[src/rtl/sum_batch_accumulator.sv]
// Accumulates BATCH unsigned sum words from the adder stage into a saturating
// accumulator and hands the batch total downstream over a valid/ready handshake.
module sum_batch_accumulator #(
  parameter int unsigned N     = 10,
  parameter int unsigned ACC_W = 16,
  parameter int unsigned BATCH = 4,
  parameter int unsigned CNT_W = $clog2(BATCH + 1)
) (
  input  logic             clk,
  input  logic             rst_n,
  input  logic             start,
  input  logic             in_valid,
  output logic             in_ready,
  input  logic [N:0]       in_sum,
  output logic             out_valid,
  input  logic             out_ready,
  output logic [ACC_W-1:0] out_acc,
  output logic             out_ovf,
  output logic             busy
);

  if (ACC_W < N + 1) begin : gen_bad_acc_w
    $error("ACC_W must be at least N+1");
  end
  if (BATCH < 1) begin : gen_bad_batch
    $error("BATCH must be at least 1");
  end

  typedef enum logic [1:0] {
    StIdle  = 2'd0,
    StAccum = 2'd1,
    StDone  = 2'd2
  } state_e;

  state_e           state_q;
  logic [ACC_W-1:0] acc_q;
  logic             ovf_q;
  logic [CNT_W-1:0] count_q;
  logic [ACC_W-1:0] out_acc_q;
  logic             out_ovf_q;
  logic             out_valid_q;
  logic             in_ready_q;
  logic             busy_q;

  logic [ACC_W:0]   in_ext;
  logic [ACC_W:0]   sum_full;
  logic             sat;
  logic [ACC_W-1:0] acc_next;
  logic             xfer;
  logic             last;

  // One guard bit above the accumulator catches the carry that signals saturation.
  assign in_ext   = {{(ACC_W - N){1'b0}}, in_sum};
  assign sum_full = {1'b0, acc_q} + in_ext;
  assign sat      = sum_full[ACC_W] | ovf_q;
  assign acc_next = sat ? {ACC_W{1'b1}} : sum_full[ACC_W-1:0];
  assign xfer     = in_valid & in_ready_q;
  assign last     = (count_q == CNT_W'(BATCH - 1));

  always_ff @(posedge clk or negedge rst_n) begin
    if (!rst_n) begin
      state_q     <= StIdle;
      acc_q       <= '0;
      ovf_q       <= 1'b0;
      count_q     <= '0;
      out_acc_q   <= '0;
      out_ovf_q   <= 1'b0;
      out_valid_q <= 1'b0;
      in_ready_q  <= 1'b0;
      busy_q      <= 1'b0;
    end else begin
      unique case (state_q)
        StIdle: begin
          if (start) begin
            state_q    <= StAccum;
            acc_q      <= '0;
            ovf_q      <= 1'b0;
            count_q    <= '0;
            in_ready_q <= 1'b1;
            busy_q     <= 1'b1;
          end
        end
        StAccum: begin
          if (xfer) begin
            acc_q   <= acc_next;
            ovf_q   <= sat;
            count_q <= count_q + CNT_W'(1);
            if (last) begin
              state_q     <= StDone;
              in_ready_q  <= 1'b0;
              out_valid_q <= 1'b1;
              out_acc_q   <= acc_next;
              out_ovf_q   <= sat;
            end
          end
        end
        StDone: begin
          // start seen here is dropped; IDLE always lasts at least one cycle.
          if (out_ready) begin
            state_q     <= StIdle;
            out_valid_q <= 1'b0;
            busy_q      <= 1'b0;
          end
        end
        default: begin
          state_q     <= StIdle;
          out_valid_q <= 1'b0;
          in_ready_q  <= 1'b0;
          busy_q      <= 1'b0;
        end
      endcase
    end
  end

  assign in_ready  = in_ready_q;
  assign out_valid = out_valid_q;
  assign out_acc   = out_acc_q;
  assign out_ovf   = out_ovf_q;
  assign busy      = busy_q;

endmodule

[config.mk]
export PLATFORM = sky130hd
export DESIGN_NAME = sum_batch_accumulator
export DESIGN_NICKNAME = d
export VERILOG_FILES = /design/src/rtl/sum_batch_accumulator.sv
export SDC_FILE = /design/constraint.sdc
export NUM_CORES = 1
export LEC_CHECK = 0
export CAP_MARGIN = 15
export CELL_PAD_IN_SITES_DETAIL_PLACEMENT = 1
export CELL_PAD_IN_SITES_GLOBAL_PLACEMENT = 1
export CORE_MARGIN = 2
export CORE_UTILIZATION = 38
export CTS_BUF_LIST = sky130_fd_sc_hd__clkbuf_8
export DETAILED_ROUTE_END_ITERATION = 12
export PLACE_DENSITY_LB_ADDON = 0.1
export SYNTH_ARGS = -nofsm -noshare
export SYNTH_HDL_FRONTEND = slang
export SYNTH_SLANG_ARGS = --single-unit
[constraint.sdc]
create_clock -name clk -period 2.3 [get_ports clk]
set_input_delay 0.69 -clock clk [delete_from_list [all_inputs] [get_ports clk]]
set_output_delay 0.69 -clock clk [all_outputs]
set_load 0.01 [all_outputs]
## Word level (Yosys, flattened, before mapping)

Cells that the tools add are included.

- Bits in registers: 42
- Word-level logic and storage cells: 55

- $add $sub $neg: 2
- Eq/ne operators: 7
- Mux-type cells: 24
- Bitwise logic cells: 5
- Reduce and logical (&&, ||, !) cells: 8

Operators by type and width:

| kind | number |
|---|---|
| $mux W16 | 3 |
| $pmux W16 S2 | 1 |
| $add A16 B11 Y17 | 1 |
| $reduce_and A4 Y1 | 3 |
| $pmux W1 S3 | 3 |
| $reduce_and A3 Y1 | 3 |
| $mux W1 | 8 |
| $mux W2 | 4 |
| $ne A2 B2 Y1 const B | 4 |
| $mux W3 | 2 |
| $pmux W2 S3 | 1 |
| $pmux W3 S2 | 1 |
| $add A3 B1 Y3 const B | 1 |
| $eq A3 B2 Y1 const B | 1 |
| $not A1 Y1 | 3 |
| $eq A2 B1 Y1 const B | 1 |
| $eq A2 B2 Y1 const B | 1 |
| $logic_not A2 Y1 | 1 |
| $pmux W1 S2 | 1 |
| $reduce_bool A2 Y1 | 1 |
| $and A1 B1 Y1 | 1 |
| $or A1 B1 Y1 | 1 |

## Logic depth before layout (Yosys ltp)

Gate-level depths: netlist (run 1).

- Word-level depth: 5
- Mapped depth: 9
- Mapped depth without buffers: 9

## Least setup slack after synthesis (run 1)

Ideal clock, no wire load.

- Kind: input to register
- From: input in_sum[0]
- To: register acc_q[15]
- Library setup time: 120 ps
- Data arrival time: 2531 ps
- Required time: 2180 ps
- Setup slack: -351 ps
- Stages: 9
- Buffers on the path: 0
- Cells stage by stage: ha_1 fa_1 a21oi_1 o211ai_1 a21oi_2 o21bai_1 a21oi_1 a21oi_1 o211a_1

- Longest elaborated chain between the ends: 5

Ends and longest elaborated chain:

| item | RTL line | source |
|---|---|---|
| start, declared | 14 | `input logic [N:0] in_sum,` |
| $add A16 B11 Y17 * | 54 | `assign sum_full = {1'b0, acc_q} + in_ext;` |
| $or A1 B1 Y1 | 55 | `assign sat = sum_full[ACC_W] \| ovf_q;` |
| $mux W16 * | 56 | `assign acc_next = sat ? {ACC_W{1'b1}} : sum_full[ACC_W-1:0];` |
| $mux W16 * | 84 | `if (xfer) begin` |
| $pmux W16 S2 * | 72 | `unique case (state_q)` |
| end signal, assigned | 85 | `acc_q <= acc_next;` |
| end, declared | 36 | `logic [ACC_W-1:0] acc_q;` |

Every way passes the cells marked *; elsewhere a longest branch is shown, timed or not. The select of a mux whose other input is x is not followed.
A chain may end at the register's enable or synchronous reset.

## Worst setup path in the final report (run 1)

- From: input in_sum[3]
- To: register acc_q[15]

Same word-level chain as after synthesis.

==> results of run 1 <==
final cells by class:
class,count,share of cell area (%)
multi-input cells,199,42.83
flip-flops and latches,42,31.78
repair buffers,72,19.22
well taps,75,2.838
clock buffers,6,2.497
inverters,5,0.5675
clock inverters,2,0.2649
state kept, by name (all words and copies together), names as in the netlist:
name,flops
busy,1
out_acc,16
out_ovf,1
state_q,2
acc_q,16
count_q,3
out_valid,1
ovf_q,1
in_ready,1
where the power goes:
group | total (mW) | switching [mW] | leakage, nW | internal (mW)
logic | 2.48 | 1.18 | 0.872 | 1.30
clock network | 0.504 | 0.266 | 0.0524 | 0.238
registers | 1.26 | 0.233 | 0.530 | 1.02
total | 4.24 | 1.68 | 1.45 | 2.56
cells by family after synthesis:
| logic type | count (synthesis) | synth area share [%] |
|---|---|---|
| buf+inv | 14 | 2.495 |
| fa+ha+maj | 14 | 7.922 |
| simple gates | 101 | 20.35 |
| xor+xnor | 12 | 4.558 |
| flops | 42 | 45.58 |
| compound gates | 72 | 19.10 |
worst max-delay path by stage:
stage | start | endpoint | slack [ns] | cells past startpoint
final | in_sum[3] | acc_q[15] | 0.05 | 9
after global routing | in_sum[3] | out_acc[15] | -0.06 | 10
after CTS | in_sum[10] | acc_q[15] | 0.008 | 7
after detailed placement | in_sum[0] | out_acc[12] | -0.76 | 10
after global placement | in_sum[0] | out_acc[12] | -0.67 | 10
after floorplan | in_sum[0] | acc_q[15] | -0.13 | 9
cell usage in the layout (no fill, tap or decap), types with 7 or more instances in the layout:
cell             Yosys  routed
a21oi_1             15       8
dlygate4sd2_1        0       7
a21oi_2              1       7
nand2_1             40      39
o21ai_0             32      31
buf_4                0      34
nor2_1              28      25
ha_4                 0      10
clkdlybuf4s50_1      0      23
dfrtp_1             42      42
layer usage:
metal | track usage (%) | routed length, um
met1 | 26.31 | 2816
met2 | 35.61 | 3163
met3 | 4.066 | 161
met4 | 6.167 | 89
met5 | 0 | 0
stage by stage:
stage	util (%)	cells	hold WS, ns
floorplan	-	255	0.3944
global placement	50.49	386	0.4628
detailed placement	50.49	386	0.4692
CTS	54.61	399	0.3700
global route	56.19	401	0.3861
finish	56.19	401	0.3582
repair_timing:
item,4_1_cts,5_1_grt
pin swaps,20,19
setup endpoints to repair,34,33
resized for setup,31,18
setup buffers,5,2
==> impl_metrics.csv, run 1 <==
group,metric,value,unit
critical_path,cp-end-kind,"flip-flop",
detailed_routing,drc,0,
timing,finalSetupViolCount,0,
hold_path,hold_path_class,"primary input to asynchronous set/reset pin",
grt,grt_pass1_vias,2239,
timing,worst_pin_slew,0.5218,ns
critical_path,r2r_setup_slack,0.13,ns
critical_path,cp_slowest_cell,"or3_1",
floorplanning,start_util,39.18,%
clocking,clk_latency,0.30,ns
grt,track_usage,20.73,%
critical_path,path_class,"primary input to flip-flop",
grt,grt_pass1_wl,10.52,mm
detailed_routing,via_per_inst,5.244,
detailed_routing,dr.first_iter.drc_count,81,
clocking,cts_sinks,42,
flow_run,cap_violations,0,
yosys,synth_seq_area_share,45.58,%
floorplanning,die_w,81.90,um
power_and_ir_drop,p_leak,1.454,nW
power_and_ir_drop,ir_worst_vdd,528.2,uV
yosys,ys.flop_type,"dfrtp_1",
yosys,yosys_register_bits,42,
yosys,synth_nets,285,
critical_path,arrival,2.45,ns
critical_path,cp_data_required_time,2.50,ns
floorplanning,die_area,0.006708,mm^2
timing,maxSlewViolCount,0,
critical_path,path_max_fanout,5,
yosys,syn_area,0.002306,mm^2
grt,antenna_found_initial,0,
floorplanning,chipHeight,81.90,um
layout,drive_above_1_share,26.69,%
yosys,yosysMostFrequentCell,"dfrtp_1",
layout,regArea,0.001051,mm^2
clocking,cts_root_buffer,"clkbuf_8",
layout,multi_input_area,0.001416,mm^2
yosys,async_flop_share,100.0,%
timing,finalCriticalPeriod,2.251,ns
critical_path,cp_num_buf_inv,1,
detailed_routing,ant_nets,0,
timing,fmax,444.2,MHz
floorplanning,num_rows,28,
outcome,status,"finished, final reports clean",
clocking,cts_tree,"done",
critical_path,reg2reg_from,"acc_q[0]",
detailed_routing,vias,2103,
yosys,synth_cell_type_count,46,
critical_path,cp-start-kind,"primary input",
clocking,htree_levels,2,
yosys,yosysTopAreaCell,"dfrtp_1",
placement,place_congestion,0.8087,
clocking,clk_pin_slew_worst_paths,0.08,ns
yosys,yosysWarnings,0,
yosys,synth_edf_count,0,
floorplanning,core-area,0.005886,mm^2
detailed_routing,wl,6.230,mm
placement,placed_area,0.002972,mm^2
timing,fin_setup_tns,0,ns
clocking,cts_made_buffers,5,
yosys,synth_top_area_share,45.58,%
detailed_routing,routedWlPerCell,15.54,um
yosys,synth_area_leaders,"dfrtp_1 46%, ha_1 7.1%, o21ai_0 6.9%",
grt,grt_overflow,0,
critical_path,worstPathCellList,"dlygate4sd2_1, ha_4, nand2_2, o21ai_2, a21boi_2, o31ai_4, nand3_2, or3_1, o211a_1",
timing,min_period_over_period,97.89,%
timing,finClkSkew,0.006078,ns
yosys,netlist_instances,255,
timing,hold_violations,0,
layout,nFillCells,686,
clocking,ctsHoldBuffers,0,
layout,area_growth,43.41,%
placement,dp_worst_setup_slack,-0.7612,ns
critical_path,path_delay_family,"compound AO/OA/AOI/OAI gates",
critical_path,worstRegToRegCells,9,
power_and_ir_drop,p_per_area,1282,mW/mm^2
layout,diodes,0,
detailed_routing,first_pass_iters,4,
yosys,syn_area_per_cell,9.043,um^2
timing,setup_ws,0.04857,ns
layout,postLayoutCellArea,0.003307,mm^2
layout,fin_nets,355,
power_and_ir_drop,power,4.240,mW
timing,slew_headroom,65.22,%
yosys,synth_common_cells,"42 x dfrtp_1, 40 x nand2_1, 32 x o21ai_0",
critical_path,cpPeakStageDelay,0.32,ns
critical_path,reg2reg_to,"acc_q[15]",
floorplanning,io_pins,36,
placement,dp_hpwl,4.497,mm
placement,port_buffers,35,
timing,grt_setup_unrepaired,"true",
clocking,clock_path_buffers,2,
grt,grt_max_degree,28,
(Power assumes the default switching activity.)
==> inputs of run 2 (changes only) <==
--- a/config.mk
+++ b/config.mk
@@ -9,10 +9,11 @@
 export CELL_PAD_IN_SITES_DETAIL_PLACEMENT = 1
 export CELL_PAD_IN_SITES_GLOBAL_PLACEMENT = 1
 export CORE_MARGIN = 2
-export CORE_UTILIZATION = 38
+export CORE_UTILIZATION = 35
 export CTS_BUF_LIST = sky130_fd_sc_hd__clkbuf_8
 export DETAILED_ROUTE_END_ITERATION = 12
 export PLACE_DENSITY_LB_ADDON = 0.1
+export SKIP_LAST_GASP = 1
 export SYNTH_ARGS = -nofsm -noshare
 export SYNTH_HDL_FRONTEND = slang
 export SYNTH_SLANG_ARGS = --single-unit
==> run 2 against run 1 <==
Net effect:
- register-to-register slack lost 0.05 ns
- routed wire length grew 11%
- utilization shrank 2.4 points
- sequential share of layout area shrank 1.0 points
- via count grew 2.3%
- global-route usage shrank 0.95 points
==> impl_metrics.csv, run 2 (same netlist as run 1, synthesis figures left out) <==
group,metric,value,unit
clocking,cts_root_buffer,"clkbuf_8",
detailed_routing,ant_nets,0,
layout,diodes,0,
timing,maxSlewViolCount,0,
floorplanning,chipHeight,85.17,um
clocking,clock_path_buffers,2,
detailed_routing,wl,6.929,mm
detailed_routing,wl_met1,3.053,mm
critical_path,worstRegToRegCells,9,
layout,postLayoutCellArea,0.003415,mm^2
critical_path,cp-start-kind,"primary input",
detailed_routing,dr.first_iter.drc_count,53,
power_and_ir_drop,p_per_area,1337,mW/mm^2
clocking,cts_tree,"done",
detailed_routing,via_per_inst,5.262,
floorplanning,die_area,0.007254,mm^2
grt,antenna_found_initial,0,
clocking,htree_levels,2,
timing,finalCriticalPeriod,2.263,ns
floorplanning,num_rows,29,
critical_path,reg2reg_from,"acc_q[0]",
timing,hold_violations,0,
timing,slew_headroom,75.61,%
grt,grt_max_degree,16,
clocking,ctsHoldBuffers,0,
detailed_routing,wl_met2,3.603,mm
timing,finClkSkew,0.01109,ns
layout,area_growth,48.07,%
placement,port_buffers,35,
floorplanning,start_util,36.32,%
critical_path,cp-end-kind,"flip-flop",
clocking,cts_made_buffers,5,
detailed_routing,first_pass_iters,4,
timing,min_period_over_period,98.39,%
grt,grt_pass1_wl,11.23,mm
grt,grt_overflow,0,
detailed_routing,met3WireLength,163,um
clocking,clk_pin_slew_worst_paths,0.09,ns
floorplanning,core-area,0.006350,mm^2
outcome,status,"finished, final reports clean",
hold_path,hold_path_class,"primary input to asynchronous set/reset pin",
clocking,clk_latency,0.31,ns
timing,fin_setup_tns,0,ns
grt,track_usage,19.78,%
detailed_routing,routedWlPerCell,16.94,um
critical_path,arrival,2.48,ns
layout,drive_above_1_share,29.22,%
grt,grt_pass1_vias,2294,
floorplanning,io_pins,36,
timing,finalSetupViolCount,0,
power_and_ir_drop,ir_worst_vdd,587.0,uV
timing,worst_pin_slew,0.3658,ns
detailed_routing,drc,0,
power_and_ir_drop,p_leak,1.497,nW
critical_path,crit_start,"in_sum[0]",
critical_path,r2r_setup_slack,0.08,ns
layout,final_util,53.77,%
layout,fin_nets,361,
critical_path,cp_data_required_time,2.52,ns
critical_path,path_class,"primary input to flip-flop",
floorplanning,die_w,85.17,um
timing,whs,0.2798,ns
placement,placed_area,0.002989,mm^2
detailed_routing,vias,2152,
layout,layout.cells.most_common,"dfrtp_1",
critical_path,reg2reg_to,"out_acc[12]",
critical_path,path_max_fanout,3,
timing,grt_setup_unrepaired,"true",
flow_run,cap_violations,0,
placement,dp_hpwl,4.715,mm
layout,final_cell_mix,"42 x dfrtp_1, 39 x nand2_1, 38 x buf_4",
detailed_routing,maxUsedRoutingLayer,"met4",
clocking,cts_sinks,42,
placement,place_congestion,0.8162,
timing,fmax,441.9,MHz
run 2: cell type report:
cell class / instances / area [um^2]
Fill cell: 707 / 2935
Inverter: 5 / 18.77
Multi-Input combinational cell: 199 / 1428
Clock buffer: 6 / 82.58
Tap cell: 77 / 96.34
Sequential cell: 42 / 1051
Timing Repair Buffer: 78 / 678.2
Clock inverter: 2 / 60.06
run 2: routing by layer:
layer	vias up	global-route usage, %
li1	1042	-
met1	1074	24.49
met2	27	35.23
met3	9	3.210
met4	0	6.061
met5	-	0
run 2: worst max-delay path, stage by stage:
cell and delay [ns]:
buf_6 0.10, ha_4 0.15, fa_2 0.37, a21oi_4 0.16, o211ai_1 0.13, a21oi_2 0.20
o21bai_2 0.12, and2_4 0.16, and4b_1 0.20, o31ai_2 0.20
run 2: worst max-delay path by stage:
stage | end | cells after the start
3_3_place_gp | out_acc[12] | 10
2_1_floorplan | acc_q[15] | 9
5_1_grt | out_acc[12] | 10
3_5_place_dp | out_acc[12] | 10
4_1_cts | out_acc[12] | 10
6_report | out_acc[12] | 10
run 2: through the flow:
step | worst slack (ns) | power, mW | instances
final | 0.03699 | 4.565 | 409
after global routing | -0.06882 | 4.931 | 409
after CTS | 0.002780 | 4.439 | 403
after detailed placement | -0.7400 | 3.411 | 390
after global placement | -0.6390 | 3.331 | 390
after floorplan | -0.1293 | 2.426 | 255
run 2: repair_timing:
item	in CTS	in global routing
buffers inserted	5	5
endpoints found under the setup margin	34	34
pin swaps	22	21
resized for setup	34	30
gates cloned	0	1
hold endpoints to repair	0	0
run 2: report_power, final:
group	leakage [nW]	internal [mW]	switching (mW)	total [mW]
sequential	0.530	1.02	0.231	1.25
combinational	0.895	1.34	1.23	2.56
clock	0.0714	0.463	0.283	0.746
total	1.50	2.82	1.74	4.57
==> inputs of run 3 (changes only) <==
--- a/config.mk
+++ b/config.mk
@@ -9,7 +9,7 @@
 export CELL_PAD_IN_SITES_DETAIL_PLACEMENT = 1
 export CELL_PAD_IN_SITES_GLOBAL_PLACEMENT = 1
 export CORE_MARGIN = 2
-export CORE_UTILIZATION = 35
+export CORE_UTILIZATION = 38
 export CTS_BUF_LIST = sky130_fd_sc_hd__clkbuf_8
 export DETAILED_ROUTE_END_ITERATION = 12
 export PLACE_DENSITY_LB_ADDON = 0.1
==> results of run 3 <==
Same layout as run 1: the final DEF is identical, and so are final timing and power.
